--- src/rtl/mac_stream_acc.sv ---
// Pipelined streaming multiply-accumulate: operand register, MULT_LAT product stages, accumulate/result stage.
// Define MAC_STREAM_SAT_EN to clamp sums to the signed ACC_W range and report per-vector overflow on out_ovf.
module mac_stream_acc #(
    parameter int W        = 32,
    parameter int GUARD    = 8,
    parameter int MULT_LAT = 2,
    parameter int CNT_W    = 16,
    localparam int ACC_W   = 2*W + GUARD
) (
    input  logic             clk,
    input  logic             rst,
    input  logic             in_valid,
    output logic             in_ready,
    input  logic [W-1:0]     in_a,
    input  logic [W-1:0]     in_b,
    input  logic             in_signed,
    input  logic             in_last,
    output logic             out_valid,
    input  logic             out_ready,
    output logic [ACC_W-1:0] out_data,
    output logic [CNT_W-1:0] out_count,
    output logic             out_ovf
);

    // Extending both operands to 2W in the beat's mode makes the truncated 2W product exact.
    function automatic logic signed [ACC_W-1:0] ext_mult(input logic [W-1:0] a,
                                                         input logic [W-1:0] b,
                                                         input logic sgn);
        logic signed [2*W-1:0] pa;
        logic signed [2*W-1:0] pb;
        logic signed [2*W-1:0] p;
        if (sgn) begin
            pa = {{W{a[W-1]}}, a};
            pb = {{W{b[W-1]}}, b};
        end else begin
            pa = {{W{1'b0}}, a};
            pb = {{W{1'b0}}, b};
        end
        p = pa * pb;
        if (sgn)
            return {{GUARD{p[2*W-1]}}, p};
        else
            return {{GUARD{1'b0}}, p};
    endfunction

`ifdef MAC_STREAM_SAT_EN
    // Returns {clamped, value}; overflow shows as disagreement of the two top bits of the wide sum.
    function automatic logic [ACC_W:0] sat_add(input logic signed [ACC_W-1:0] x,
                                               input logic signed [ACC_W-1:0] y);
        logic signed [ACC_W:0] s;
        s = {x[ACC_W-1], x} + {y[ACC_W-1], y};
        if (s[ACC_W] != s[ACC_W-1]) begin
            if (s[ACC_W])
                return {1'b1, 1'b1, {(ACC_W-1){1'b0}}};
            else
                return {1'b1, 1'b0, {(ACC_W-1){1'b1}}};
        end
        return {1'b0, s[ACC_W-1:0]};
    endfunction
`endif

    logic stall;
    logic adv;

    logic [W-1:0]            a_p0;
    logic [W-1:0]            b_p0;
    logic                    sgn_p0;
    logic                    vld_p  [0:MULT_LAT];
    logic                    last_p [0:MULT_LAT];
    logic signed [ACC_W-1:0] prod_p [1:MULT_LAT];

    logic signed [ACC_W-1:0] acc;
    logic [CNT_W-1:0]        cnt;
    logic signed [ACC_W-1:0] sum;
    logic                    acc_fire;
    logic                    acc_last;

    assign stall    = out_valid && !out_ready;
    assign adv      = !stall;
    assign in_ready = adv;
    assign acc_fire = vld_p[MULT_LAT];
    assign acc_last = vld_p[MULT_LAT] && last_p[MULT_LAT];

`ifdef MAC_STREAM_SAT_EN
    logic sum_ovf;
    logic ovf_acc;

    always_comb begin
        {sum_ovf, sum} = sat_add(acc, prod_p[MULT_LAT]);
    end

    always_ff @(posedge clk or posedge rst) begin
        if (rst) begin
            ovf_acc <= 1'b0;
            out_ovf <= 1'b0;
        end else if (adv && acc_fire) begin
            if (acc_last) begin
                out_ovf <= ovf_acc | sum_ovf;
                ovf_acc <= 1'b0;
            end else begin
                ovf_acc <= ovf_acc | sum_ovf;
            end
        end
    end
`else
    assign sum     = acc + prod_p[MULT_LAT];
    assign out_ovf = 1'b0;
`endif

    // Stage p0 -> p1..pMULT_LAT: operand capture and product pipeline (data only, no reset).
    always_ff @(posedge clk) begin
        if (adv) begin
            a_p0      <= in_a;
            b_p0      <= in_b;
            sgn_p0    <= in_signed;
            prod_p[1] <= ext_mult(a_p0, b_p0, sgn_p0);
            for (int i = 2; i <= MULT_LAT; i++)
                prod_p[i] <= prod_p[i-1];
        end
    end

    // Tags travel with the data; accumulate/result stage follows pMULT_LAT.
    always_ff @(posedge clk or posedge rst) begin
        if (rst) begin
            for (int i = 0; i <= MULT_LAT; i++) begin
                vld_p[i]  <= 1'b0;
                last_p[i] <= 1'b0;
            end
            acc       <= '0;
            cnt       <= '0;
            out_valid <= 1'b0;
            out_data  <= '0;
            out_count <= '0;
        end else if (adv) begin
            vld_p[0]  <= in_valid;
            last_p[0] <= in_valid && in_last;
            for (int i = 1; i <= MULT_LAT; i++) begin
                vld_p[i]  <= vld_p[i-1];
                last_p[i] <= last_p[i-1];
            end
            out_valid <= acc_last;
            if (acc_fire) begin
                if (acc_last) begin
                    out_data  <= sum;
                    out_count <= cnt + CNT_W'(1);
                    acc       <= '0;
                    cnt       <= '0;
                end else begin
                    acc <= sum;
                    cnt <= cnt + CNT_W'(1);
                end
            end
        end
    end

endmodule

--- config.mk ---
export PLATFORM = sky130hd
export DESIGN_NAME = mac_stream_acc
export DESIGN_NICKNAME = d
export VERILOG_FILES = /design/src/rtl/mac_stream_acc.sv
export SDC_FILE = /design/constraint.sdc
export NUM_CORES = 2
export LEC_CHECK = 0
export CAP_MARGIN = 10
export CORE_MARGIN = 3
export CORE_UTILIZATION = 40
export DETAILED_ROUTE_END_ITERATION = 7
export PLACE_DENSITY = 0.62
export SETUP_SLACK_MARGIN = 0.5
export SLEW_MARGIN = 20
export SYNTH_ARGS = -nofsm -noshare
export SYNTH_HDL_FRONTEND = slang
export SYNTH_SLANG_ARGS = --single-unit
--- constraint.sdc ---
create_clock -name clk -period 12.24 [get_ports clk]
set_input_delay 1.224 -clock clk [delete_from_list [all_inputs] [get_ports clk]]
set_output_delay 1.224 -clock clk [all_outputs]
set_load 0.05 [all_outputs]
==> impl_metrics.tcl <==
set metrics [dict create \
    slew_headroom_pct 23.04 \
    globalRoute.totalOverflow 0 \
    skew_ps 53.66 \
    grt_pass1_wl_um 282000 \
    synth.top_cells.by_count "inv_1, fa_1, nand2_1, and2_1, ha_1" \
    insertion_delay_ps 670 \
    min_period_ps 10350 \
    fp.dieH_um 409.1 \
    cpMostUsedCell "fa_1" \
    cts_root_buf "clkbuf_16" \
    clockBufferDepth 3 \
    first_pass_iters 5 \
    slowest_stage "fa_1" \
    yosys-top-cells-area "fa_1, edfxtp_1, inv_1" \
    pin_count 161 \
    start_util_pct 40.38 \
    synth-edff-count 195 \
    cts_hold_buf 0 \
    grtUsageTotal_pct 21.74 \
    synthArstFlopShare_pct 48.41 \
    htree_levels 2 \
    grt_max_degree 126 \
    ys_types 83 \
    slowest_delay_ps 940 \
    worst_pin_slew_ps 1154 \
    ys_warn_count 0 \
    worstPathMaxFanout 22 \
    clk_pin_slew_ps 60 \
    cts_setup_buffers 0 \
    area_delta_synth_final_pct 8.719 \
    status "complete, no violations" \
    gp_congestion 0.9645 \
    syn_avg_cell_area_um2 10.05 \
    grt_pass1_vias 47410 \
    ys_ff_latch 378 \
    numPortBuffers 159 \
    postRouteAntennaNets 0 \
    path_class "flip-flop to flip-flop" \
    cts_buffers 49 \
    synth_cells 6464 \
    die_w_um 409.1 \
    die_area_um2 167400 \
    yosysMostFrequentCell "inv_1" \
    drt_iter0_drc 3161 \
    antenna_found_initial 7 \
    ys_dominant_reg_cell "edfxtp_1" \
    start_kind "flip-flop" \
    totalWireLength_um 178600 \
    cp_data_required_time_ps 12640 \
    drc 0 \
    cap_violations 0 \
    fin_tns_setup_ps 0 \
    hold_violations 0 \
    core_area_um2 160900 \
    wl_per_cell_um 20.59 \
    final_layout_size_suffix_gt1_share_pct 3.348 \
    fmax_mhz 96.64 \
    tritoncts "built" \
    rows 147 \
    hold_path_class "flip-flop to flip-flop" \
    dr_total_vias 43710 \
    place_hpwl_um 145500 \
    clock-sinks 378 \
    yosysTopAreaCell "fa_1" \
    cp-end-kind "flip-flop" \
    fin_nets 8388 \
    syn_nets 8381 \
    ys_seq_area_share_pct 16.06 \
    arrival_ps 10750 \
    post-route-period-util_pct 84.54 \
    finalSetupViolations 0 \
    viasPerCell 5.039 \
    yosysTopAreaCellShare_pct 43.89 \
    ctsResizeCount 0 \
    synth_area_um2 64990 \
    drv_slew 0 \
    rsz0062_at_grt "no" \
]
[flip-flops by register name, indices dropped and copies added (netlist names), 3 cells and up]
name,count
prod_p,130
acc,72
out_data,72
a_p0,32
b_p0,32
cnt,16
out_count,16
last_p,3
[critical path: cells and delay by family (launching register included)]
kind	cells	cell delay, ps
compound gates	5	1540
fa+ha+maj	11	6170
buf+inv	8	890
simple gates	7	1090
flops	1	400
[layout by cell type (no fill, tap or decap), types with 26 or more instances in the layout]
| cell | netlist | final |
|---|---|---|
| clkbuf_16 | 0 | 49 |
| nor2_1 | 90 | 90 |
| a21oi_1 | 143 | 143 |
| ha_1 | 422 | 422 |
| and3_1 | 56 | 54 |
| and2_1 | 610 | 610 |
| dfrtp_1 | 183 | 183 |
| clkdlybuf4s50_1 | 0 | 159 |
| fa_1 | 1425 | 1425 |
| nor3_1 | 26 | 26 |
| edfxtp_1 | 195 | 195 |
| a22o_1 | 56 | 56 |
| xor2_1 | 38 | 38 |
| buf_4 | 1 | 71 |
| inv_1 | 1533 | 1532 |
| o21ai_0 | 121 | 121 |
| xnor2_1 | 150 | 150 |
| nand2_1 | 729 | 728 |
| nand3_1 | 36 | 35 |
| a21o_1 | 69 | 69 |
[per-layer routing]
metal	vias up	part of all wire (%)	global-route usage, %
met3	202	8.6	4.408
met2	1478	43	33.12
met4	2	2.3	4.764
met1	22640	46	32.03
li1	19390	-	-
met5	-	0.0073	0
[cell type report]
class                           count  area [µm²]
Fill cell                       15410       90280
Multi-Input combinational cell   4269       47750
Sequential cell                   378       10440
Inverter                         1533        5762
Tap cell                         2160        2703
Timing Repair Buffer              240        2275
Clock buffer                       55        1259
Clock inverter                     37       467.9
Antenna cell                        2       5.005
[cells by family after synthesis]
logic type	count (synthesis)	share of synthesized area [%]
XOR/XNOR	188	2.534
AND/OR/NAND/NOR	1626	12.46
adder cells (fa/ha/maj)	1848	52.03
flip-flops	378	16.06
AO/OA/AOI/OAI	582	5.978
multiplexers	24	0.4158
other	1	0.005770
buffers and inverters	1817	10.52
[through the flow]
stage | cell area (µm²) | utilization, % | worst slack, ps | hold WS (ps) | cells
finish | 70660 | 43.90 | 1892 | 414.3 | 8674
global route | 70660 | 43.90 | 1464 | 419.7 | 8673
floorplan | 64990 | - | 2832 | 400.3 | 6464
detailed placement | 68870 | 42.79 | 2004 | 404.5 | 8576
global placement | 68780 | 42.74 | 2033 | 401.0 | 8570
CTS | 70590 | 43.86 | 2012 | 414.7 | 8668
[worst paths after layout]
check	startpoint	endpoint	slack, ps	cells past startpoint
max in group asynchronous	rst	out_data[45]	9690	3
worst max-delay path	sgn_p0	prod_p[1][62]	1890	31
min in group asynchronous	rst	out_data[27]	1180	2
worst max register to register	sgn_p0	prod_p[1][62]	1890	31
worst min-delay path	prod_p[1][36]	prod_p[2][36]	410	0
worst min register to register	prod_p[1][36]	prod_p[2][36]	410	0
Power is left out: the tool's default activity adds up to more than one toggle a clock period on the data nets, which glitch-free logic cannot reach.
